File: src/rtl/sr_drift_scheduler_pkg.sv
// Shared constants, FSM state type and LFSR step for the SR drift update scheduler.
// Optional build macro SR_DRIFT_SCHED_FAST_SIM_EN shortens every period (see top level).
package sr_drift_pkg;

  localparam int unsigned NUM_SR_HARMONICS = 5;
  localparam int unsigned SR_PERIOD_W      = 24;

  // Listed highest index first so harmonic 0 gets 16000 and harmonic 4 gets 4000.
  localparam logic [NUM_SR_HARMONICS*SR_PERIOD_W-1:0] SR_DEFAULT_PERIODS =
    {24'd4000, 24'd6000, 24'd8000, 24'd12000, 24'd16000};

  localparam logic [15:0]  SR_LFSR_SEED      = 16'hACE1;
  localparam logic [15:0]  SR_LFSR_TAPS      = 16'hB400;
  localparam int unsigned  SR_FAST_SIM_SHIFT = 6;

  typedef enum logic {
    IDLE  = 1'b0,
    OFFER = 1'b1
  } sched_state_e;

  // Fibonacci step, taps 16/14/13/11, shifting left with feedback into bit 0.
  function automatic logic [15:0] lfsr_step(input logic [15:0] s);
    return {s[14:0], ^(s & SR_LFSR_TAPS)};
  endfunction

endpackage

File: src/rtl/sr_drift_scheduler_if.sv
// Grant handshake between the drift scheduler (master) and the drift accumulator (slave).
interface sr_drift_scheduler_if #(
  parameter int unsigned IDX_W = 3
) ();

  logic             upd_valid;
  logic             upd_ready;
  logic [IDX_W-1:0] upd_idx;
  logic             upd_dir;

  modport master (
    output upd_valid,
    output upd_idx,
    output upd_dir,
    input  upd_ready
  );

  modport slave (
    input  upd_valid,
    input  upd_idx,
    input  upd_dir,
    output upd_ready
  );

endinterface

File: src/rtl/sr_drift_scheduler_rr_arbiter.sv
// Combinational round-robin select: first set request at or after ptr_i, wrapping.
module sr_rr_arbiter #(
  parameter int unsigned NUM_REQ = 5,
  parameter int unsigned IDX_W   = 3
) (
  input  logic [NUM_REQ-1:0] req_i,
  input  logic [IDX_W-1:0]   ptr_i,
  output logic [IDX_W-1:0]   gnt_idx_o,
  output logic               any_req_o
);

  int unsigned cand;

  always_comb begin
    gnt_idx_o = '0;
    any_req_o = 1'b0;
    cand      = 0;
    for (int unsigned k = 0; k < NUM_REQ; k++) begin
      cand = 32'(ptr_i) + k;
      if (cand >= NUM_REQ) cand = cand - NUM_REQ;
      if (!any_req_o && (|(req_i & (NUM_REQ'(1) << cand)))) begin
        any_req_o = 1'b1;
        gnt_idx_o = IDX_W'(cand);
      end
    end
  end

endmodule

File: src/rtl/sr_drift_scheduler.sv
// Per-harmonic period counters, pending/overrun flags and a round-robin grant FSM with LFSR direction.
// Define SR_DRIFT_SCHED_FAST_SIM_EN to use PERIODS[i] >> 6 (floored at 2) for accelerated simulation.
module sr_drift_scheduler
  import sr_drift_pkg::*;
#(
  parameter int unsigned NUM_HARMONICS = NUM_SR_HARMONICS,
  parameter int unsigned PERIOD_W      = SR_PERIOD_W,
  parameter logic [NUM_HARMONICS*PERIOD_W-1:0] PERIODS = SR_DEFAULT_PERIODS,
  parameter logic [15:0] LFSR_SEED     = SR_LFSR_SEED,
  parameter int unsigned IDX_W         = $clog2(NUM_HARMONICS)
) (
  input  logic                     clk,
  input  logic                     rst,
  input  logic                     clk_en,
  input  logic                     freeze,
  sr_drift_scheduler_if.master     upd,
  output logic [NUM_HARMONICS-1:0] pending,
  output logic [NUM_HARMONICS-1:0] overrun
);

  sched_state_e             state_q, state_d;
  logic [IDX_W-1:0]         idx_q, idx_d;
  logic                     dir_q, dir_d;
  logic [IDX_W-1:0]         rr_ptr_q, rr_ptr_d;
  logic [15:0]              lfsr_q, lfsr_d;
  logic [NUM_HARMONICS-1:0] pend_q, pend_d;
  logic [NUM_HARMONICS-1:0] ovr_q, ovr_d;

  logic [NUM_HARMONICS-1:0] expire;
  logic [NUM_HARMONICS-1:0] acc_hit;
  logic                     tick;
  logic                     accept;
  logic [IDX_W-1:0]         arb_idx;
  logic                     arb_any;

  assign tick   = clk_en && !freeze;
  assign accept = (state_q == OFFER) && upd.upd_ready;

  for (genvar g = 0; g < NUM_HARMONICS; g++) begin : g_cnt
    localparam logic [PERIOD_W-1:0] RAW = PERIODS[g*PERIOD_W +: PERIOD_W];
`ifdef SR_DRIFT_SCHED_FAST_SIM_EN
    localparam logic [PERIOD_W-1:0] SHR = RAW >> SR_FAST_SIM_SHIFT;
    localparam logic [PERIOD_W-1:0] EFF = (SHR < PERIOD_W'(2)) ? PERIOD_W'(2) : SHR;
`else
    localparam logic [PERIOD_W-1:0] EFF = RAW;
`endif
    logic [PERIOD_W-1:0] cnt_q, cnt_d;

    assign expire[g] = tick && (cnt_q == EFF - PERIOD_W'(1));

    always_comb begin
      cnt_d = cnt_q;
      if (tick) cnt_d = expire[g] ? '0 : cnt_q + PERIOD_W'(1);
    end

    always_ff @(posedge clk or posedge rst) begin
      if (rst) cnt_q <= '0;
      else     cnt_q <= cnt_d;
    end
  end

  assign acc_hit = accept ? (NUM_HARMONICS'(1) << idx_q) : '0;

  // Expiry wins over a same-cycle accept, and that case is not an overrun.
  always_comb begin
    pend_d = pend_q;
    ovr_d  = ovr_q;
    for (int unsigned i = 0; i < NUM_HARMONICS; i++) begin
      if (expire[i]) begin
        if (pend_q[i] && !acc_hit[i]) ovr_d[i] = 1'b1;
        pend_d[i] = 1'b1;
      end else if (acc_hit[i]) begin
        pend_d[i] = 1'b0;
      end
    end
  end

  sr_rr_arbiter #(
    .NUM_REQ (NUM_HARMONICS),
    .IDX_W   (IDX_W)
  ) u_arb (
    .req_i     (pend_q),
    .ptr_i     (rr_ptr_q),
    .gnt_idx_o (arb_idx),
    .any_req_o (arb_any)
  );

  always_comb begin
    state_d  = state_q;
    idx_d    = idx_q;
    dir_d    = dir_q;
    rr_ptr_d = rr_ptr_q;
    lfsr_d   = lfsr_q;
    unique case (state_q)
      IDLE: begin
        if (!freeze && arb_any) begin
          idx_d   = arb_idx;
          dir_d   = lfsr_q[0];
          state_d = OFFER;
        end
      end
      OFFER: begin
        if (upd.upd_ready) begin
          rr_ptr_d = (idx_q == IDX_W'(NUM_HARMONICS - 1)) ? '0 : idx_q + IDX_W'(1);
          lfsr_d   = lfsr_step(lfsr_q);
          state_d  = IDLE;
        end
      end
      default: state_d = IDLE;
    endcase
  end

  always_ff @(posedge clk or posedge rst) begin
    if (rst) begin
      state_q  <= IDLE;
      idx_q    <= '0;
      dir_q    <= 1'b0;
      rr_ptr_q <= '0;
      lfsr_q   <= LFSR_SEED;
      pend_q   <= '0;
      ovr_q    <= '0;
    end else begin
      state_q  <= state_d;
      idx_q    <= idx_d;
      dir_q    <= dir_d;
      rr_ptr_q <= rr_ptr_d;
      lfsr_q   <= lfsr_d;
      pend_q   <= pend_d;
      ovr_q    <= ovr_d;
    end
  end

  assign upd.upd_valid = (state_q == OFFER);
  assign upd.upd_idx   = idx_q;
  assign upd.upd_dir   = dir_q;
  assign pending       = pend_q;
  assign overrun       = ovr_q;

endmodule
File: src/flat_wrapper.sv
// flat-port wrapper written by rule: the top's interface ports become plain ports
module sr_drift_scheduler_flat import sr_drift_pkg::*;
#(
  parameter int unsigned NUM_HARMONICS = NUM_SR_HARMONICS,
  parameter int unsigned PERIOD_W      = SR_PERIOD_W,
  parameter logic [NUM_HARMONICS*PERIOD_W-1:0] PERIODS = SR_DEFAULT_PERIODS,
  parameter logic [15:0] LFSR_SEED     = SR_LFSR_SEED,
  parameter int unsigned IDX_W         = $clog2(NUM_HARMONICS)
)
  (clk, rst, clk_en, freeze, pending, overrun, upd_upd_valid, upd_upd_idx, upd_upd_dir, upd_upd_ready);
  sr_drift_scheduler_if #(.IDX_W(IDX_W)) upd_i ();
  input  logic clk;
  input  logic rst;
  input  logic clk_en;
  input  logic freeze;
  output logic [NUM_HARMONICS-1:0] pending;
  output logic [NUM_HARMONICS-1:0] overrun;
  output wire logic [$bits(upd_i.upd_valid)-1:0] upd_upd_valid;
  output wire logic [$bits(upd_i.upd_idx)-1:0] upd_upd_idx;
  output wire logic [$bits(upd_i.upd_dir)-1:0] upd_upd_dir;
  input wire logic [$bits(upd_i.upd_ready)-1:0] upd_upd_ready;
  assign upd_upd_valid = upd_i.upd_valid;
  assign upd_upd_idx = upd_i.upd_idx;
  assign upd_upd_dir = upd_i.upd_dir;
  assign upd_i.upd_ready = upd_upd_ready;
  sr_drift_scheduler #(.NUM_HARMONICS(NUM_HARMONICS), .PERIOD_W(PERIOD_W), .PERIODS(PERIODS), .LFSR_SEED(LFSR_SEED), .IDX_W(IDX_W)) u_core (.clk(clk), .rst(rst), .clk_en(clk_en), .freeze(freeze), .upd(upd_i), .pending(pending), .overrun(overrun));
endmodule
File: config.mk
export PLATFORM = sky130hd
export DESIGN_NAME = sr_drift_scheduler_flat
export DESIGN_NICKNAME = d
export VERILOG_FILES = /design/src/rtl/sr_drift_scheduler_pkg.sv /design/src/rtl/sr_drift_scheduler_if.sv /design/src/rtl/sr_drift_scheduler_rr_arbiter.sv /design/src/rtl/sr_drift_scheduler.sv /design/src/flat_wrapper.sv
export SDC_FILE = /design/constraint.sdc
export NUM_CORES = 1
export LEC_CHECK = 0
export BUFFER_PORTS_ARGS = -buffer_cell sky130_fd_sc_hd__buf_2
export CAP_MARGIN = 0
export CORE_ASPECT_RATIO = 0.6
export CORE_UTILIZATION = 55
export CTS_BUF_LIST = sky130_fd_sc_hd__clkbuf_8
export CTS_CLUSTER_SIZE = 24
export DETAILED_ROUTE_END_ITERATION = 7
export PLACE_DENSITY = 0.76
export SLEW_MARGIN = 20
export SYNTH_ARGS = -nofsm -noshare
export SYNTH_HDL_FRONTEND = slang
export SYNTH_SLANG_ARGS = --single-unit
File: constraint.sdc
create_clock -name clk -period 5.46 [get_ports clk]
set_input_delay 0.273 -clock clk [delete_from_list [all_inputs] [get_ports clk]]
set_output_delay 0.273 -clock clk [all_outputs]
set_load 0.005 [all_outputs]
==> results_dict.tcl <==
set metrics [dict create \
    status "complete, but fails checks" \
    failed_checks "negative hold slack" \
    layout_min_cycle_time_ns 3.89 \
    async_reset_ff_frac 1.00 \
    rows 34 \
    nFillCells 1214 \
    post-route-util 0.616 \
    cp.required_ns 5.80 \
    multi_input_area_sq_um 4100 \
    tightest_slew_ns 0.894 \
    end_kind "flip-flop" \
    final_nets 871 \
    grt_pass1_vias 6031 \
    setup_viol 0 \
    peakVddDrop_v 0.000218 \
    coreArea_sq_um 14500 \
    fin_skew_ns 0.0155 \
    grtUsageTotal 0.252 \
    synth.area.mux_share 0.0310 \
    drc 0 \
    vias_per_cell 5.89 \
    synthAdderAreaFrac 0.0393 \
    p_leak_nw 4.03 \
    synth_edf_count 0 \
    ys.flop_type "dfrtp_1" \
    syn_nets 849 \
    io_pins 20 \
    ys_warn_count 0 \
    clockBufferDepth 2 \
    most-common-layout-cells "dfrtp_1, nand2_1, nor2_1, xnor2_1, nand3_1" \
    clk_latency_ns 0.45 \
    dp_slack_ns 1.68 \
    gp_congestion 0.918 \
    cp.arrival_ns 4.23 \
    drt_pre_antenna_iters 5 \
    grt_first_pass_wirelength_microns 30300 \
    synth_compound_area_frac 0.101 \
    max_cap_violations 0 \
    hpwlAfterDp_microns 12600 \
    slew_headroom 0.403 \
    slew_violations 0 \
    dpl_cell_area_sq_um 8460 \
    final_hold_viol_count 27 \
    wire_per_inst_microns 17.2 \
    wl_microns 18100 \
    clock_sinks 154 \
    hold_class "in -> async" \
    die_w_microns 159 \
    cts_setup_buffers 0 \
    rsz0062_at_grt "no" \
    port_buffers 19 \
    p_total_mw 3.60 \
    gr-total-overflow 0 \
    ant_nets 0 \
    worstPathMaxFanout 11 \
    dieHeight_microns 96.3 \
    ctsResizeCount 0 \
    drive_gt1_frac 0.123 \
    regArea_sq_um 3860 \
    numCtsBuffers 17 \
    initial_utilization 0.563 \
    avgSynthCellArea_sq_um 9.95 \
    layout.cells.non_filler 1052 \
    synthXorXnorAreaFrac 0.117 \
    synth_top_family_by_area "simple AND/OR/NAND/NOR gates" \
    setup_slack_ns 1.57 \
    path_class "reg -> reg" \
    cp-start-kind "flip-flop" \
    ys_ff_latch 154 \
    first_iter_violations 480 \
    fin_area_sq_um 8900 \
    yosysSeqAreaShare 0.474 \
    root_buffer "clkbuf_8" \
    min_period_over_period 0.713 \
    cts_tree "built" \
    synth_cell_type_count 74 \
    cts.hold.buffers_added 0 \
    syn_area_sq_um 8150 \
    synth_cells 819 \
    grt_start_max_net_pins 95 \
    setup_tns_ns 0 \
    antennaDiodeCount 0 \
    clk_pin_slew_ns 0.09 \
    htreeDepth 4 \
    via_count 6198 \
    whs_ns -0.00849 \
    dieArea_sq_um 15300 \
    dp_cells 1020 \
    yosys.area_share.simple 0.214 \
    final_common_cell "dfrtp_1" \
    area_growth_pct 9.24 \
    max_freq_mhz 257 \
    grt_antenna_before_repair 0 \
    power.density_nw_per_um2 405 \
]
==> flip-flops by register name, indices dropped and copies added, names as in the netlist <==
register / cells
u_core.overrun: 5
u_core.upd.upd_dir: 1
u_core.g_cnt.cnt_q: 120
u_core.rr_ptr_q: 3
u_core.lfsr_q: 16
u_core.upd.upd_idx: 3
u_core.pending: 5
u_core.upd.upd_valid: 1
==> routing by layer <==
metal,wire [microns],up-vias,GRT usage
met1,8780,3052,0.356
met4,163,0,0.0817
met2,8030,198,0.385
li1,-,2928,-
met3,1170,20,0.0582
met5,0,-,0
==> cell families (layout without fill, tap and decap cells) <==
group,Yosys count,in the layout
flops,154,154
buf+inv,47,82
xor+xnor,109,109
fa+ha+maj,25,25
compound gates,111,111
mux,23,23
simple gates,350,350
==> area by class of cell <==
type,instances,area share
multi-input cells,618,0.460
clock inverters,14,0.0218
inverters,21,0.00942
repair buffers,29,0.0191
well taps,198,0.0278
flip-flops and latches,154,0.434
clock buffers,18,0.0278
==> Yosys cell counts (all sizes together) (5+ instances only) <==
library cell,count,area share
dfrtp,146,0.45
nand2,90,0.041
nor2,84,0.039
xnor2,75,0.081
nand3,42,0.026
xor2,34,0.037
ha,24,0.037
nand4,24,0.018
o21ai,22,0.014
inv,21,0.0097
nor3,21,0.014
mux2,18,0.025
and3,17,0.013
a21oi,16,0.010
nor4,16,0.012
clkbuf,15,0.0069
a21o,12,0.011
buf,11,0.0068
nor2b,9,0.0069
and4,8,0.0086
dfstp,8,0.026
o31ai,8,0.0080
nand2b,7,0.0054
nor4b,6,0.0064
a31oi,5,0.0038
mux2i,5,0.0061
o2111ai,5,0.0054
or2,5,0.0038
==> worst max-delay path: stages, from the launching register on <==
cell and delay [ns]:
dfrtp_1 0.38, inv_1 0.28, ha_1 0.35, ha_1 0.40
o21bai_1 0.25, or4_1 0.52, a2111o_1 0.41, o21ai_2 0.21
nor3_2 0.11, a41oi_4 0.37, or3b_1 0.38, o221a_2 0.12
==> final timing paths <==
path	slack (ns)	from	end	depth (start not counted)
max in group asynchronous	4.20	rst	u_core.g_cnt[3].cnt_q[9]$_DFFE_PP0P_	3
worst min-delay path	-0.008	rst	u_core.g_cnt[2].cnt_q[14]$_DFFE_PP0P_	2
worst max-delay path	1.57	u_core.rr_ptr_q[1]$_DFFE_PP0P_	u_core.upd.upd_idx[1]$_DFFE_PP0P_	11
worst min register to register	0.48	u_core.g_cnt[1].cnt_q[4]$_DFFE_PP0P_	u_core.g_cnt[1].cnt_q[4]$_DFFE_PP0P_	1
min in group clk	0.16	upd_upd_ready	u_core.upd.upd_valid$_DFF_PP0_	3
worst max register to register	1.57	u_core.rr_ptr_q[1]$_DFFE_PP0P_	u_core.upd.upd_idx[1]$_DFFE_PP0P_	11
==> power by group <==
group,internal (mW),switching [mW]
Clock,0.514,0.454
Combinational,0.475,0.814
Sequential,1.24,0.109
No activity file was read; power rests on OpenSTA's default activity.
